<file path="src/rtl/piso_serializer.sv">
// rtl/piso_serializer.sv - parallel-in/serial-out serializer with valid/ready on both sides
// Optional even-parity trailer bit enabled by defining SERIALIZER_PARITY_EN.
module piso_serializer #(
  parameter int WIDTH     = 8,
  parameter bit MSB_FIRST = 1'b1
) (
  input  logic             clk,
  input  logic             rst,
  input  logic [WIDTH-1:0] din,
  input  logic             din_valid,
  output logic             din_ready,
  output logic             q,
  output logic             q_valid,
  input  logic             q_ready,
  output logic             q_last,
  output logic             busy
);

  localparam int CW = $clog2(WIDTH + 2);
`ifdef SERIALIZER_PARITY_EN
  localparam int N = WIDTH + 1;
`else
  localparam int N = WIDTH;
`endif

  typedef enum logic {IDLE, SHIFT} state_t;

  state_t           state;
  logic [WIDTH-1:0] shreg;
  logic [CW-1:0]    cnt;
  logic             head;
  logic             accept;
`ifdef SERIALIZER_PARITY_EN
  logic             par;
`endif

  assign head    = MSB_FIRST ? shreg[WIDTH-1] : shreg[0];
  assign q_valid = (state == SHIFT);
  assign busy    = q_valid;
  assign q_last  = (state == SHIFT) && (cnt == CW'(N - 1));

  // Once all data bits have shifted out, the head position carries the stored parity.
`ifdef SERIALIZER_PARITY_EN
  assign q = q_valid & ((cnt == CW'(WIDTH)) ? par : head);
`else
  assign q = q_valid & head;
`endif

  assign din_ready = !rst && ((state == IDLE) || (q_last && q_ready));
  assign accept    = din_valid && din_ready;

  always_ff @(posedge clk) begin
    if (rst) begin
      state <= IDLE;
      shreg <= '0;
      cnt   <= '0;
`ifdef SERIALIZER_PARITY_EN
      par   <= 1'b0;
`endif
    end else if (accept) begin
      state <= SHIFT;
      shreg <= din;
      cnt   <= '0;
`ifdef SERIALIZER_PARITY_EN
      par   <= ^din;
`endif
    end else if ((state == SHIFT) && q_ready) begin
      if (q_last) begin
        state <= IDLE;
        shreg <= '0;
        cnt   <= '0;
      end else begin
        cnt <= cnt + CW'(1);
        if (MSB_FIRST) begin
          shreg <= {shreg[WIDTH-2:0], 1'b0};
        end else begin
          shreg <= {1'b0, shreg[WIDTH-1:1]};
        end
      end
    end
  end

endmodule

</file>
<file path="config.mk">
export PLATFORM = sky130hd
export DESIGN_NAME = piso_serializer
export DESIGN_NICKNAME = d
export VERILOG_FILES = /design/src/rtl/piso_serializer.sv
export SDC_FILE = /design/constraint.sdc
export NUM_CORES = 1
export LEC_CHECK = 0
export CORE_ASPECT_RATIO = 0.75
export CORE_UTILIZATION = 35
export CTS_CLUSTER_SIZE = 20
export DETAILED_ROUTE_END_ITERATION = 12
export PLACE_DENSITY = 0.64
export SYNTH_ARGS = -nofsm -noshare
export SYNTH_HDL_FRONTEND = slang
export SYNTH_SLANG_ARGS = --single-unit
</file>
<file path="constraint.sdc">
create_clock -name clk -period 1.55 [get_ports clk]
set_input_delay 0.2325 -clock clk [delete_from_list [all_inputs] [get_ports clk]]
set_output_delay 0.2325 -clock clk [all_outputs]
set_load 0.01 [all_outputs]
</file>
* After elaboration in Yosys (flattened, before gate mapping)
Index checks and enable logic that the tools add are counted.
** Storage, ports and cells
- Input port bits :: 12
- Bits in writable memories :: 0
- Logic and storage cells :: 25
- Latch bits :: 0
- Memories :: 0
- Register bits :: 13
- Memory bits (read-only) :: 0
- Output and inout bits :: 5
** Operators by class
- Magnitude comparators :: 0
- Divide/modulo/power cells :: 0
- Multiplexer cells :: 7
- Shift-type cells :: 0
- Reduce and logical (&&, ||, !) cells :: 11
- $add $sub $neg :: 1
- $mul :: 0
- Equality and inequality tests :: 1
- Bitwise gates (word level) :: 2
** Operator list (number)
- two-way mux 8 bit :: 3
- logical AND 1 bit :: 5
- adder 4 x 1 -> 4 bit (second input constant) :: 1
- == test 4 x 3 -> 1 bit (second input constant) :: 1
- two-way mux 4 bit :: 1
- nonzero test 2 bit :: 2
- two-way mux 1 bit :: 3
- AND reduction 2 bit :: 1
- OR reduction 2 bit :: 1
- bitwise AND 1 bit :: 1
- logical NOT 1 bit :: 1
- logical OR 1 bit :: 1
- inverter 1 bit :: 1

* Longest topological paths before layout
Gate-level depths: netlist (run 1).
- Depth after elaboration :: 8
- Depth in mapped cells :: 5
- Gate-level depth less buffers :: 4

* Worst setup path before layout (run 1)
Ideal clock, no wire load.
- Kind :: register -> output
- From :: register cnt[0]
- To :: output port din_ready
- Data required time :: 1317 ps
- Buffers on the path :: 1
- Path slack :: 234 ps
- Stages on the path, launching flop included :: 5
- Arrival :: 1084 ps
- Cells stage by stage :: dfxtp_1 -> ha_1 -> nand4b_1 -> buf_2 -> a21oi_1
** On the way
- Word-level cells in the longest chain between the ends :: 5
** Ends and longest elaborated chain
- start: declaration :: line 30 : logic [CW-1:0] cnt;
- start signal: assignment :: line 73 : cnt <= cnt + CW'(1);
- == test 4 x 3 -> 1 bit :: line 40 : assign q_last = (state == SHIFT) && (cnt == CW'(N - 1));
- logical AND 1 bit :: line 40
- logical AND 1 bit :: line 49 : assign din_ready = !rst && ((state == IDLE) || (q_last && q_ready));
- logical OR 1 bit :: line 49
- logical AND 1 bit :: line 49
- end: declaration :: line 11 : output logic din_ready,
No other way between the ends.

* Final worst setup path (run 1)
- From :: register cnt[0]
- To :: register shreg[3]
** On the way
- Word-level cells in the longest chain between the ends :: 7
** Ends and longest elaborated chain
- == test 4 x 3 -> 1 bit (*) :: line 40
- logical AND 1 bit (*) :: line 40
- logical AND 1 bit :: line 49
- logical OR 1 bit :: line 49
- logical AND 1 bit :: line 49
- logical AND 1 bit :: line 50 : assign accept = din_valid && din_ready;
- two-way mux 8 bit or nonzero test 2 bit (tied branches)
- end signal: assignment :: line 62 : shreg <= din;
- end signal: assignment :: line 75 : shreg <= {shreg[WIDTH-2:0], 1'b0};
- end signal: assignment :: line 77 : shreg <= {1'b0, shreg[WIDTH-1:1]};
- end: declaration :: line 29 : logic [WIDTH-1:0] shreg;
Every way passes the cells marked *; elsewhere a longest branch is shown, timed or not. The select of a mux whose other input is x is not followed.
A chain may end at the register's enable or synchronous reset.

==> run metrics, run 1 <==
status=complete, no violations; IO buf count=16; drt pass-1 iters=4; Die ar.=between 2000 and 2500 µm²; Area contributors post-synth=dfxtp_1 36%, a311oi_1 8.5%, nand2b_1 7.8%; number of diodes=0; synthesized area=around 720 µm²; startpoint class of the critical path=flip-flop; Slew Viols, Final=0; HP Class=flip-flop to flip-flop; power per cell area=between 700 and 800 nW/µm²; grt ovf=0; cts hold-fix bufs=0; HPWL after detailed placement=about 1.4 mm; Sinks on Clock Net=13; die width=roughly 54 µm; post-route ant nets=0; post-synthesis mux area share=under 10%; RePlAce Congestion=between 0.7 and 0.8; Internal=roughly 530 µW; Clock Skew=0.005772 ns; Worst path top cell family by delay=compound AO/OA/AOI/OAI gates; first-pass GRT wire length=2.808 mm; Via density=approximately 5.6; main combinational cell family by area after synthesis=simple AND/OR/NAND/NOR gates; Seq pwr share=50.7%; cell taking the most area after synthesis=dfxtp_1; CTS tree=done; via count=around 750; CTS H-tree depth=1; largest net degree at the start of global routing=15; core area=1838 µm²; GR Util All Layers=between 10% and 20%; Routed WL=around 1.9 mm; crit path DAT=between 1.5 and 2 ns; critical path launch point=cnt[0]; post-synthesis xor/xnor area fraction=under 10%; worst slew pin tran=roughly 0.25 ns; CP Class=flip-flop to flip-flop; Ports=17; top-area cell type share of the netlist area=35.99%; setup TNS=0 ns; final instance area=around 1000 µm²; Leak=0.3832 nW; yosys warns=0; fin crit share=between 90% and 100%; commonest non-fill, non-tap cell in the layout=buf_4; WL met3=roughly 120 µm; # fillers=approximately 170; Placement Cell Area=969.7 µm²; Core Rows=13; CP max stage delay=between 0.3 and 0.4 ns; area grow syn2layout=40.31%; Hold Startpoint=shreg[1]; post-synth net total=between 90 and 100; VDD IR max=approximately 0.53 mV; Buf/Inv on CP=1; number of global-route vias before repair=approximately 610; gate count of the mapped netlist=84; WL met1=~930 µm; CTS max path bufs=2; Starting Density=a little under 40%; Worst-Skew Late Latency=approximately 0.28 ns; Netlist cell types=28; CP Capture Type=flip-flop; register area share after synthesis=between 30% and 40%; Fmax=approximately 650 MHz; post-synthesis compound-gate area fraction=about a quarter; #FFs+latches synth=13; met2 wire length=852 µm; initial DRC count=26; Clock Power Share=28.9%; RSZ-0062 raised after global routing=true; Rel. slew slack=roughly 83%; share of cells above drive strength 1=28.83%; Reg clk slew, reported paths=approximately 0.08 ns; DRC violations left=0; WP data required=between 1.5 and 2 ns; Hold Violations, Final=0; top sig layer=met4; Post-Synth Simple-Gate Area=about 29%; worst path cell trace=ha_2 -> nand4b_1 -> buf_4 -> a21bo_2 -> a311oi_1; min Tclk post-route=~1.5 ns; Reg2Reg Launch Point=cnt[0]; Adder-Cell Fraction of Synth Area=around 1.7%; slowest stage cell, crit path=dfxtp_2; initial antenna violation count=0; Sw Ratio=about a quarter; average size of a mapped cell=8.609 µm²; most frequent cells in the layout=14 x buf_4, 13 x clkdlybuf4s50_1, 10 x dfxtp_1; Layout Nets=roughly 130; die height=just over 40 µm; sw power=approximately 190 µW; Pwr Total=726.2 µW; post-DR wirelength/cell=around 14 µm; clock root buffer=clkbuf_4; max cap viols=0; Gate power share=approximately 20%; CTS buffer count=3; worst-path maximum fanout=10; Setup-failing EPs final=0
==> sequential cells by signal, summed over array words and instances (netlist names) <==
| signal | flops |
|---|---|
| busy | 1 |
| cnt | 4 |
| shreg | 8 |
==> per-stage QoR <==
| stage | std cells | setup slack (ns) | hold slack [ns] | utilization (%) |
|---|---|---|---|---|
| 3_3_place_gp | 128 | -0.2891 | 0.4704 | 52.76 |
| 5_1_grt | 133 | -0.02965 | 0.5127 | 55.21 |
| 3_5_place_dp | 128 | -0.3061 | 0.4717 | 52.76 |
| 2_1_floorplan | 84 | 0.2338 | 0.3046 | - |
| 6_report | 133 | 0.01548 | 0.4870 | 55.21 |
| 4_1_cts | 133 | 0.02922 | 0.4873 | 55.00 |
==> worst min-delay path: stages (launching register included) <==
cell and delay, ns:
dfxtp_1 0.32, nand2_1 0.05, a311oi_1 0.08
==> metal layers <==
layer  vias up  track usage [%]
li1        368                -
met1       356            25.70
met2        25            27.74
met3         2            5.435
met4         0            7.692
met5         -                0
==> synth_stat cells, drive strengths merged <==
library cell and count:
a2111o 1, a211oi 2, a21bo 1, a21boi 1, a21oi 9, a311oi 7
and2 1, buf 6, clkbuf 2, dfxtp 13, ha 1, inv 1
mux2i 1, nand2 9, nand2b 9, nand3 2, nand3b 1, nand4 7
nand4b 2, nor2 2, nor3 2, o21ai 2, or3b 1, xor2 1
==> cells by family (layout without fill, tap and decap cells) <==
group           after synthesis  after routing
fa+ha+maj                     1              1
flops                        13             13
compound gates               23             23
buf+inv                       9             36
xor+xnor                      1              1
simple gates                 36             36
mux                           1              1
==> repair_timing <==
action                     in CTS  in global routing
setup buffers                   1                  0
gates resized for setup        16                  1
pin swaps                       1                  0
setup endpoints to repair      11                  3
==> cell type report <==
cell class	instances	area (µm²)	share of cell area, %
multi-input combinational	62	425.4	41.92
timing repair buffer	31	265.3	26.14
sequential	13	266.5	26.26
tap	22	27.53	2.713
inverter	1	3.754	0.3699
clock buffer	4	26.28	2.589
==> worst paths after layout <==
| kind | end | slack (ns) | cells after the start |
|---|---|---|---|
| max reg2reg | shreg[3] | 0.02 | 5 |
| max | shreg[3] | 0.02 | 5 |
| min reg2reg | shreg[1] | 0.49 | 2 |
| min | shreg[1] | 0.49 | 2 |
==> power groups by stage <==
| stage | Clock, mW | Sequential [mW] | Combinational (mW) |
|---|---|---|---|
| floorplan | 0 | 0.372 | 0.0768 |
| global placement | 0 | 0.375 | 0.142 |
| detailed placement | 0 | 0.376 | 0.144 |
| CTS | 0.217 | 0.368 | 0.148 |
| global route | 0.238 | 0.371 | 0.160 |
| finish | 0.210 | 0.368 | 0.148 |
(Power assumes the default switching activity.)
==> inputs of run 2 (changes only) <==
--- a/config.mk
+++ b/config.mk
@@ -9,7 +9,7 @@
 export CORE_UTILIZATION = 35
 export CTS_CLUSTER_SIZE = 20
 export DETAILED_ROUTE_END_ITERATION = 12
-export PLACE_DENSITY = 0.64
+export PLACE_DENSITY = 0.66
 export SYNTH_ARGS = -nofsm -noshare
 export SYNTH_HDL_FRONTEND = slang
 export SYNTH_SLANG_ARGS = --single-unit
==> constraint.sdc (replaced) <==
create_clock -name clk -period 1.3 [get_ports clk]
set_input_delay 0.195 -clock clk [delete_from_list [all_inputs] [get_ports clk]]
set_output_delay 0.195 -clock clk [all_outputs]
set_load 0.01 [all_outputs]
==> run 2 against run 1 <==
  * The flow now finishes with violations (negative setup slack)
  * Largest power group unchanged
  * Critical path type unchanged
  * Register-to-register slack got worse by 0.14 ns
  * Maximum frequency grew 7.5%
  * Combinational power up 28%
  * Critical endpoint is now cnt[0]
  * Count of clock-buffer cells in the layout unchanged
  * Clock skew down 0.0032 ns
  * Sequential share of layout area down 2.1 points
  * Routed wire length up 1.1%
  * Largest cell class unchanged
  * Total power is 23% higher
  * First-iteration DRC count decreased by 69%
  * Global-route usage up 0.54 points
==> run metrics, run 2 (synthesis gave the netlist of run 1 again) <==
status=finished, violations left; failing checks=negative setup slack; Sinks on Clock Net=13; Layout Nets=roughly 130; via count=~750; post-route ant nets=0; dpl cells=about 130; HP Class=input port to flip-flop; GR Util All Layers=19.37%; hold slack=~0.5 ns; WP data required=~1.5 ns; Die ar.=about 2300 µm²; power per cell area=slightly above 800 nW/µm²; CTS H-tree depth=1; IO buf count=16; Setup-failing EPs final=14; Via density=approximately 5.4; final instance area=~1100 µm²; met2 usage=between 20% and 30%; share of cells above drive strength 1=roughly two fifths; number of global-route vias before repair=587; CTS max path bufs=2; CP endpoint=cnt[0]; Routed WL=1.934 mm; number of diodes=0; largest register by flop count=shreg; HPWL after detailed placement=about 1.4 mm; Hold Violations, Final=0; Placement Cell Area=roughly 1000 µm²; Clock Skew=0.002530 ns; R2R depth=6; die height=~41 µm; post-DR wirelength/cell=approximately 14 µm; fin crit share=109.8%; Reg2Reg Launch Point=cnt[0]; Slew Viols, Final=0; worst slew pin tran=between 0.2 and 0.3 ns; drt pass-1 iters=4; initial antenna violation count=0; CP Capture Type=flip-flop; Core Rows=13; global routing's busiest layer=met2; min Tclk post-route=between 1 and 1.5 ns; worst-path maximum fanout=3; clock root buffer=clkbuf_4; DRC violations left=0; reg2reg end=cnt[0]; met1 Use GR=between 20% and 30%; CTS buffer count=3; RSZ-0062 raised after global routing=true; Ports=17; CP Class=flip-flop to flip-flop; Finished Layout Cells=140; die width=approximately 54 µm; max cap viols=0; most frequent cells in the layout=21 x buf_4, 11 x clkdlybuf4s50_1, 10 x dfxtp_1; largest net degree at the start of global routing=15; startpoint class of the critical path=flip-flop; met3 usage=roughly 5.4%; area grow syn2layout=52.25%; crit path DAT=around 1.6 ns; Largest register FFs=8; Rel. slew slack=between 80% and 90%; first-pass GRT wire length=approximately 2.9 mm; cts hold-fix bufs=0; commonest non-fill, non-tap cell in the layout=buf_4; grt ovf=0; RePlAce Congestion=0.8819; post-route setup slack=-0.1279 ns; core area=1838 µm²; Worst-Skew Late Latency=between 0.2 and 0.3 ns; VDD IR max=~0.64 mV; Starting Density=approximately 40%; CTS tree=done; Leak=0.4574 nW; Fmax=700.3 MHz; flop2flop setup slack=-0.13 ns; Pwr Total=893.0 µW; initial DRC count=8; Reg clk slew, reported paths=0.09 ns; pre-CTS setup slack=-0.4749 ns; setup TNS=-1.154 ns; post-layout util=about three fifths; critical path launch point=cnt[0]
[run 2: cell types whose count changed in the layout (fill, tap and decap cells not counted), moves of 2 or more]
cell / previous run / this run
clkdlybuf4s50_1: 13 / 11
a311oi_2: 1 / 3
buf_4: 14 / 21
clkbuf_2: 0 / 2
a311oi_1: 6 / 4
[run 2: area by class of cell]
class,count,area (µm²)
multi-input combinational,62,467.9
clock buffer,4,26.28
inverter,1,3.754
fill,158,737.0
timing repair buffer,38,309.0
sequential,13,266.5
tap,22,27.53
[run 2: repair_timing]
action / CTS / global route
endpoints found under the setup margin: 17 / 17
resized for setup: 24 / 7
buffers inserted: 2 / 0
pin swaps: 2 / 0
[run 2: worst min path at each step]
stage                         from        to  slack [ns]  depth (start not counted)
after floorplan                rst  shreg[4]        0.27                          1
after global placement    shreg[4]  shreg[4]        0.47                          2
after detailed placement  shreg[0]  shreg[0]        0.48                          2
after CTS                   din[0]  shreg[0]        0.48                          3
after global routing        din[0]  shreg[0]        0.51                          3
final                       din[0]  shreg[0]        0.49                          3
[run 2: report_power, final]
group,total (mW),internal [mW],switching [mW]
Sequential,0.439,0.422,0.0171
Clock,0.265,0.119,0.146
Combinational,0.190,0.103,0.0862
Total,0.893,0.644,0.249
[run 2: routing by layer]
metal  part of all wire (%)  routed length, µm
met1                     53               1024
met2                     43                835
met3                    2.8                 55
met4                   0.98                 19
met5                      0                  0
[run 2: critical path, stage by stage (launching register included)]
cell and delay, ns:
dfxtp_2 0.34, ha_4 0.16, buf_4 0.14, nand3b_4 0.08, buf_6 0.10, or3b_4 0.36
a211oi_2 0.17
==> inputs of run 3 (changes only) <==
--- a/config.mk
+++ b/config.mk
@@ -10,6 +10,7 @@
 export CTS_CLUSTER_SIZE = 20
 export DETAILED_ROUTE_END_ITERATION = 12
 export PLACE_DENSITY = 0.66
+export SLEW_MARGIN = 30
 export SYNTH_ARGS = -nofsm -noshare
 export SYNTH_HDL_FRONTEND = slang
 export SYNTH_SLANG_ARGS = --single-unit
==> results of run 3 <==
Same layout as run 2: the final DEF is identical, and so are final timing and power.
